File: config.mk
export PLATFORM = sky130hd
export DESIGN_NAME = usrt_xfer_ctrl_flat
export DESIGN_NICKNAME = d
export VERILOG_FILES = /design/src/rtl/usrt_xfer_ctrl_if.sv /design/src/rtl/usrt_xfer_ctrl.sv /design/src/flat_wrapper.sv
export SDC_FILE = /design/constraint.sdc
export NUM_CORES = 1
export LEC_CHECK = 0
export CAP_MARGIN = 20
export CORE_MARGIN = 3
export CORE_UTILIZATION = 25
export CTS_BUF_LIST = sky130_fd_sc_hd__clkbuf_16
export DETAILED_ROUTE_END_ITERATION = 10
export PLACE_DENSITY_LB_ADDON = 0.15
export SKIP_CTS_REPAIR_TIMING = 1
export SYNTH_ARGS = -nofsm -noshare
export SYNTH_HDL_FRONTEND = slang
export SYNTH_SLANG_ARGS = --single-unit
File: constraint.sdc
create_clock -name pClk -period 2.08 [get_ports pClk]
set_clock_uncertainty 0.2 [all_clocks]
set_input_delay 0.312 -clock pClk [delete_from_list [all_inputs] [get_ports pClk]]
set_output_delay 0.312 -clock pClk [all_outputs]
set_load 0.02 [all_outputs]
File: src/rtl/usrt_xfer_ctrl_if.sv
// APB-side bus bundle for the USRT transfer controller.
interface usrt_xfer_ctrl_if;
    logic       pSelect;
    logic       pEnable;
    logic       pWrite;
    logic       pAddr;
    logic [7:0] pWData;
    logic [7:0] pRData;
    logic       pReady;
    logic       pSlvErr;

    modport master (
        output pSelect, pEnable, pWrite, pAddr, pWData,
        input  pRData, pReady, pSlvErr
    );

    modport slave (
        input  pSelect, pEnable, pWrite, pAddr, pWData,
        output pRData, pReady, pSlvErr
    );
endinterface

File: src/rtl/usrt_xfer_ctrl.sv
// USRT transfer controller: one 11-bit half-duplex frame per APB DATA access,
// wait-stated until the frame completes, with sticky error status.
module usrt_xfer_ctrl #(
    parameter int BAUD_DIV   = 80,
    parameter int RX_TIMEOUT = 32
) (
    input  logic            pClk,
    input  logic            pReset,
    usrt_xfer_ctrl_if.slave apb,
    output logic            uClk,
    output logic            dir,
    output logic            txLine,
    input  logic            rxLine
);
    localparam int CW = (BAUD_DIV > 1) ? $clog2(BAUD_DIV) : 1;
    localparam int TW = $clog2(RX_TIMEOUT + 1);
    localparam logic [CW-1:0] CNT_MAX = CW'(BAUD_DIV - 1);
    localparam logic [TW-1:0] TMO_MAX = TW'(RX_TIMEOUT - 1);

    typedef enum logic [2:0] {IDLE, TX, HUNT, RX, DONE} state_t;

    state_t        state, state_nxt;
    logic [CW-1:0] cnt, cnt_nxt;
    logic [3:0]    idx, idx_nxt;
    logic [TW-1:0] tmo, tmo_nxt;
    logic [7:0]    dat, dat_nxt;
    logic [7:0]    rdata, rdata_nxt;
    logic [2:0]    status, status_nxt;   // {tmo_err, stop_err, par_err}
    logic [2:0]    pend, pend_nxt;       // errors of the transfer in flight
    logic [2:0]    err_set;
    logic          clr;
    logic          ready, ready_nxt;
    logic          slverr, slverr_nxt;
    logic          dir_nxt, tx_nxt;
    logic          tick, accept, abort;
    logic [10:0]   frame;

    assign tick   = (state != IDLE) && (cnt == CNT_MAX);
    // ready high means the master is still in the completing access phase
    assign accept = (state == IDLE) && apb.pSelect && apb.pEnable && !ready;
    assign abort  = (state != IDLE) && !apb.pSelect;
    assign frame  = {1'b0, ^dat, dat, 1'b1};

    assign uClk        = tick;
    assign apb.pReady  = ready;
    assign apb.pSlvErr = slverr;
    assign apb.pRData  = rdata;

    always_ff @(posedge pClk) begin
        if (pReset) state <= IDLE;
        else        state <= state_nxt;
    end

    always_comb begin
        state_nxt = state;
        case (state)
            IDLE: if (accept && !apb.pAddr) state_nxt = apb.pWrite ? TX : HUNT;
            TX:   if (tick && idx == 4'd10) state_nxt = DONE;
            HUNT: if (tick) begin
                      if (rxLine)              state_nxt = RX;
                      else if (tmo == TMO_MAX) state_nxt = DONE;
                  end
            RX:   if (tick && idx == 4'd10) state_nxt = DONE;
            DONE: state_nxt = IDLE;
            default: state_nxt = IDLE;
        endcase
        if (abort) state_nxt = IDLE;
    end

    always_comb begin
        cnt_nxt    = (state == IDLE || tick) ? '0 : cnt + 1'b1;
        idx_nxt    = idx;
        tmo_nxt    = tmo;
        dat_nxt    = dat;
        pend_nxt   = pend;
        rdata_nxt  = rdata;
        ready_nxt  = 1'b0;
        slverr_nxt = 1'b0;
        dir_nxt    = dir;
        tx_nxt     = txLine;
        err_set    = '0;
        clr        = 1'b0;
        case (state)
            IDLE: if (accept) begin
                if (apb.pAddr) begin
                    ready_nxt  = 1'b1;
                    slverr_nxt = apb.pWrite;
                    if (!apb.pWrite) begin
                        rdata_nxt = {5'b0, status};
                        clr       = 1'b1;
                    end
                end else begin
                    idx_nxt  = '0;
                    tmo_nxt  = '0;
                    pend_nxt = '0;
                    dir_nxt  = apb.pWrite;
                    tx_nxt   = apb.pWrite;
                    if (apb.pWrite) dat_nxt = apb.pWData;
                end
            end
            TX: if (tick) begin
                if (idx == 4'd10) begin
                    tx_nxt    = 1'b0;
                    dir_nxt   = 1'b0;
                    ready_nxt = 1'b1;
                end else begin
                    idx_nxt = idx + 4'd1;
                    tx_nxt  = frame[idx + 4'd1];
                end
            end
            HUNT: if (tick) begin
                if (rxLine) begin
                    idx_nxt = 4'd1;
                end else if (tmo == TMO_MAX) begin
                    err_set    = 3'b100;
                    ready_nxt  = 1'b1;
                    slverr_nxt = 1'b1;
                    rdata_nxt  = '0;
                end else begin
                    tmo_nxt = tmo + 1'b1;
                end
            end
            RX: if (tick) begin
                idx_nxt = idx + 4'd1;
                if (idx <= 4'd8) dat_nxt = {rxLine, dat[7:1]};
                if (idx == 4'd9 && rxLine != ^dat) pend_nxt[0] = 1'b1;
                // errors reach the sticky register only when the frame completes
                if (idx == 4'd10) begin
                    err_set    = pend | {1'b0, rxLine, 1'b0};
                    ready_nxt  = 1'b1;
                    slverr_nxt = |err_set;
                    rdata_nxt  = (|err_set) ? 8'h00 : dat;
                end
            end
            DONE: dat_nxt = '0;
            default: ;
        endcase
        if (abort) begin
            ready_nxt  = 1'b0;
            slverr_nxt = 1'b0;
            tx_nxt     = 1'b0;
            dir_nxt    = 1'b0;
            dat_nxt    = '0;
            err_set    = '0;
            rdata_nxt  = rdata;
        end
        status_nxt = (clr ? 3'b000 : status) | err_set;
    end

    always_ff @(posedge pClk) begin
        if (pReset) begin
            cnt    <= '0;
            idx    <= '0;
            tmo    <= '0;
            dat    <= '0;
            pend   <= '0;
            status <= '0;
            rdata  <= '0;
            ready  <= 1'b0;
            slverr <= 1'b0;
            dir    <= 1'b0;
            txLine <= 1'b0;
        end else begin
            cnt    <= cnt_nxt;
            idx    <= idx_nxt;
            tmo    <= tmo_nxt;
            dat    <= dat_nxt;
            pend   <= pend_nxt;
            status <= status_nxt;
            rdata  <= rdata_nxt;
            ready  <= ready_nxt;
            slverr <= slverr_nxt;
            dir    <= dir_nxt;
            txLine <= tx_nxt;
        end
    end
endmodule

File: src/flat_wrapper.sv
// flat-port wrapper written by rule: the top's interface ports become plain ports
module usrt_xfer_ctrl_flat 
#(
    parameter int BAUD_DIV   = 80,
    parameter int RX_TIMEOUT = 32
)
  (pClk, pReset, uClk, dir, txLine, rxLine, apb_pSelect, apb_pEnable, apb_pWrite, apb_pAddr, apb_pWData, apb_pRData, apb_pReady, apb_pSlvErr);
  usrt_xfer_ctrl_if apb_i ();
  input  logic pClk;
  input  logic pReset;
  output logic uClk;
  output logic dir;
  output logic txLine;
  input  logic rxLine;
  input wire logic [$bits(apb_i.pSelect)-1:0] apb_pSelect;
  input wire logic [$bits(apb_i.pEnable)-1:0] apb_pEnable;
  input wire logic [$bits(apb_i.pWrite)-1:0] apb_pWrite;
  input wire logic [$bits(apb_i.pAddr)-1:0] apb_pAddr;
  input wire logic [$bits(apb_i.pWData)-1:0] apb_pWData;
  output wire logic [$bits(apb_i.pRData)-1:0] apb_pRData;
  output wire logic [$bits(apb_i.pReady)-1:0] apb_pReady;
  output wire logic [$bits(apb_i.pSlvErr)-1:0] apb_pSlvErr;
  assign apb_i.pSelect = apb_pSelect;
  assign apb_i.pEnable = apb_pEnable;
  assign apb_i.pWrite = apb_pWrite;
  assign apb_i.pAddr = apb_pAddr;
  assign apb_i.pWData = apb_pWData;
  assign apb_pRData = apb_i.pRData;
  assign apb_pReady = apb_i.pReady;
  assign apb_pSlvErr = apb_i.pSlvErr;
  usrt_xfer_ctrl #(.BAUD_DIV(BAUD_DIV), .RX_TIMEOUT(RX_TIMEOUT)) u_core (.pClk(pClk), .pReset(pReset), .apb(apb_i), .uClk(uClk), .dir(dir), .txLine(txLine), .rxLine(rxLine));
endmodule
# Yosys cells after proc, flatten, opt, wreduce, memory -nomap -nowiden
# Index checks and enable logic that the tools add are counted.
[word_totals] reg_bits=44
[op_classes] muxes=77 n_eq_ne=29 add_sub_neg=3 n_bitwise=3 reduce_logical=33 magnitude_cmp=2
[op_table] cell="$mux W8" n=14
[op_table] cell="$pmux W8 S3" n=2
[op_table] cell="$mux W3" n=12
[op_table] cell="$mux W6" n=5
[op_table] cell="$mux W4" n=7
[op_table] cell="$mux W1" n=26
[op_table] cell="$ne A2 B1 Y1 const B" n=11
[op_table] cell="$ne A2 B2 Y1 const B" n=8
[op_table] cell="$pmux W4 S4" n=1
[op_table] cell="$pmux W6 S2" n=1
[op_table] cell="$reduce_and A6 Y1" n=2
[op_table] cell="$reduce_and A10 Y1" n=1
[op_table] cell="$reduce_and A5 Y1" n=2
[op_table] cell="$pmux W3 S3" n=1
[op_table] cell="$reduce_bool A3 Y1" n=3
[op_table] cell="$eq A4 B4 Y1 const B" n=2
[op_table] cell="$logic_and A1 B1 Y1" n=8
[op_table] cell="$reduce_and A4 Y1" n=2
[op_table] cell="$reduce_and A8 Y1" n=1
[op_table] cell="$reduce_xor A8 Y1" n=1
[op_table] cell="$add A7 B1 Y7 const B" n=1
[op_table] cell="$eq A7 B7 Y1 const B" n=1
[op_table] cell="$add A6 B1 Y6 const B" n=1
[op_table] cell="$eq A3 B2 Y1 const B" n=2
[op_table] cell="23 further kinds" n=32

# Logic depth before layout (Yosys ltp)
[logic_depth] depth_word=8 mapped_depth=8

# Least setup slack after synthesis
# No wires, ideal clock.
[synth_timing] path_type="register -> register" from="reg u_core.cnt[0]" to="reg u_core.dat[0]" path_stages_with_launch=8 setup_slack_ns=-0.144 path_buffers=1 t_required_ns=1.752 arrival_ns=1.897 setup_ns=0.128 path_cell_list="dfxtp_1 -> ha_1 -> nand3_1 -> or2_0 -> buf_6 -> o32ai_4 -> mux2i_1 -> nor2_1"
[synth_via] elab_chain_cells=4
[synth_rtl] element="start, declared" line_no="usrt_xfer_ctrl.sv:23" source="logic [CW-1:0] cnt, cnt_nxt;"
[synth_rtl] element="start signal, assigned" line_no="usrt_xfer_ctrl.sv:164" source="cnt <= cnt_nxt;"
[synth_rtl] element="$eq A7 B7 Y1" line_no="usrt_xfer_ctrl.sv:38" source="assign tick = (state != IDLE) && (cnt == CNT_MAX);"
[synth_rtl] element="$logic_and A1 B1 Y1" line_no="usrt_xfer_ctrl.sv:38"
[synth_rtl] element="$ne A2 B1 Y1 (no source line)"
[synth_rtl] element="$reduce_and A6 Y1 (no source line)"
[synth_rtl] element="end signal, assigned" line_no="usrt_xfer_ctrl.sv:167" source="dat <= dat_nxt;"
[synth_rtl] element="end, declared" line_no="usrt_xfer_ctrl.sv:26" source="logic [7:0] dat, dat_nxt;"
# No other way between the ends.
# A chain may end at the register's enable or synchronous reset.

# Worst setup path after layout
[layout_timing] from="reg u_core.cnt[5]" to="reg u_core.dat[1]"
# The elaborated chain is that of the path after synthesis.

==> results by group <==
Outcome
  – Outcome: finished with violations
  – Failing checks: negative setup slack

Placed design
  – Inst Count DP: 520
  – Dpl cell area: 0.003418 mm2
  – IO Port Bufs: 27
  – GP Congestion: 0.8471
  – Hpwl dp: 5851 um

Logic synthesis
  – Number of enable flip-flop cells after synthesis: 0
  – Netlist cell types: 53
  – Syn nets: 339
  – Yosys top cell by area: dfxtp_1
  – Synth top area share: 0.3414
  – Register area share after synthesis: 0.3414
  – Syn Area/Cell: 8.113 um2
  – Top post-synthesis cells by area: dfxtp_1 (34%), nor2_1 (7.6%), mux2i_1 (5.8%), a21oi_1 (5.0%), xnor2_1 (3.7%)
  – Synthesized instance count: around 320
  – Post-synthesis register bit count: 44
  – Syn. warnings: 0
  – Asr flop ratio synth: 0
  – Dominant synthesized flop cell: dfxtp_1
  – Mapped cell area: 0.002580 mm2

Critical path
  – RR Startpoint: u_core.cnt[5]
  – Arr. time, crit path: 2.07 ns
  – Worst Path Required: 2.06 ns
  – Worst Setup End Kind: flop
  – Critical path fanouts, max: 8
  – Crit path kind: flop to flop
  – CP startpoint: u_core.cnt[5]
  – Worst Setup Start Kind: flop

Floorplanning
  – CORE AREA: 0.009910 mm2
  – Die Area: ~0.012 mm2
  – Initial core utilization: 0.2604
  – Chip height: ~110 um
  – Die width: between 100 and 150 um
  – FP Rows: 36
  – # IOs: 28

STA
  – Final hold vios: 0
  – Slew @ Worst Pin: 0.4895 ns
  – Final Slew Violations: 0
  – Worst setup margin: -0.005334 ns
  – Tmin final: 2.085 ns
  – Fmax: 479.5 MHz
  – Setup TNS: -0.005334 ns
  – Slew Limit Headroom: 0.6737
  – RSZ-0062 raised after global routing: true
  – Final cycle utilization of the critical path: 1.003
  – Final setup fails: 1

Power
  – Leak Pwr: 1.405 nW
  – Power Density: 529.6 mW/mm2
  – IR drop worst, VDD: 0.2625 mV

Route
  – Post-DRT Antenna Nets: 0
  – DRT Pass-1 Iters: 4
  – Initial DRC count: ~110
  – DR WL/cell: roughly 14 um
  – DR vias/cell: 4.759
  – Total number of vias: approximately 2500
  – Routed WL: 7636 um
  – DRC errors left: 0

Clock network
  – Reg clk slew, reported paths: 0.06 ns
  – H-Tree Depth: 2
  – Clk Latency, worst-skew pair: between 0.2 and 0.3 ns
  – Clock root cell: clkbuf_16
  – CTS Sinks: 44
  – CTS tree: built
  – Clock Tree Buf Depth: 2
  – Num CTS Buffers: 5

GRT
  – Initial antenna violation count: 0
  – First-pass GRT wire length: around 12000 um
  – Largest net degree at the start of global routing: 20
  – Vias in the first global route: 2395
  – Global-route usage over all layers: 0.1363
  – GR Overflow Total: 0

Cells and area
  – Fin area: 0.003784 mm2
  – Fin nets: ~420
  – Share of cells above drive strength 1: 0.2965
  – Fin cells: 531
  – Final core area utilization: 0.3818
  – ANT cells: 0
  – Area grow syn2layout: 46.65%

Worst hold path
  – HP Start: u_core.apb.pRData[6]
  – Worst hold path class: flop to flop

Run
  – Max-Cap Viols: 0
-- metrics by stage --
stage / hold WS (ns) / setup slack [ns] / power (mW)
5_1_grt: 0.3008 / -0.08920 / 2.089
2_1_floorplan: 0.2132 / -0.04839 / 1.048
6_report: 0.2712 / -0.005334 / 2.004
3_5_place_dp: 0.2680 / -0.3430 / 1.195
4_1_cts: 0.2777 / -0.4307 / 2.001
3_3_place_gp: 0.2575 / -0.3205 / 1.195
-- logic make-up after synthesis --
| kind of cell | Yosys count | synth area share |
|---|---|---|
| AND/OR/NAND/NOR | 130 | 0.2546 |
| AO/OA/AOI/OAI | 77 | 0.2037 |
| flip-flops | 44 | 0.3414 |
| buffers and inverters | 28 | 0.04461 |
| multiplexers | 18 | 0.07565 |
| XOR/XNOR | 15 | 0.05092 |
| adder cells (fa/ha/maj) | 6 | 0.02910 |
-- critical path, stage by stage (launching register included) --
cell and delay, ns:
dfxtp_2 0.32, or3b_4 0.39, or2_4 0.25, buf_6 0.14
o32ai_4 0.24, buf_12 0.17, mux2i_1 0.20, nor2_1 0.05
-- cells in the final DEF, fill, tap and decap left out, types with 10 or more instances in the layout --
| cell | instances |
|---|---|
| a211oi_1 | 11 |
| a21oi_1 | 25 |
| buf_4 | 56 |
| clkdlybuf4s50_1 | 23 |
| dfxtp_1 | 38 |
| inv_1 | 10 |
| mux2i_1 | 15 |
| nand2_1 | 18 |
| nor2_1 | 49 |
| o21ai_0 | 10 |
| xnor2_1 | 11 |
-- power by group --
part           internal [mW]  switching, mW
Clock                  0.444          0.361
Combinational          0.163          0.168
Sequential             0.858        0.00946
Total                   1.47          0.539
-- routing by layer --
metal,global-route usage,wire [um],vias to the layer above
met3,0.02160,265,8
met1,0.1859,3695,1181
met2,0.2220,3553,40
met4,0.03877,121,0
met5,0,0,-
li1,-,-,1298
-- synthesized netlist by cell type (all sizes together) (7+ instances only) --
master  count
a211oi     12
xnor2      11
mux2i      15
nand3       9
clkbuf     15
nand2      20
dfxtp      44
nor3        7
nor2       52
o21ai      13
inv        11
a21oi      27
-- layout make-up --
type	instances	area (um2)
clock buffer	5	125.1
clock inverter	3	18.77
fill	1070	6126
inverter	11	41.29
multi-input combinational	246	1774
sequential	44	888.4
tap	133	166.4
timing repair buffer	89	769.5
-- state kept, by name (all words and copies together), names as in the netlist --
register and count:
u_core.pend 1, u_core.apb.pReady 1, u_core.apb.pSlvErr 1, u_core.dir 1
u_core.apb.pRData 8, u_core.tmo 6, u_core.state 3, u_core.cnt 7
u_core.txLine 1, u_core.status 3, u_core.idx 4, u_core.dat 8
-- worst paths after layout --
check	end	slack [ns]	depth (start not counted)
worst max register to register	u_core.dat[1]	-0.005	7
worst max-delay path	u_core.dat[1]	-0.005	7
worst min-delay path	u_core.apb.pRData[6]	0.27	2
worst min register to register	u_core.apb.pRData[6]	0.27	2
(Power assumes the default switching activity.)
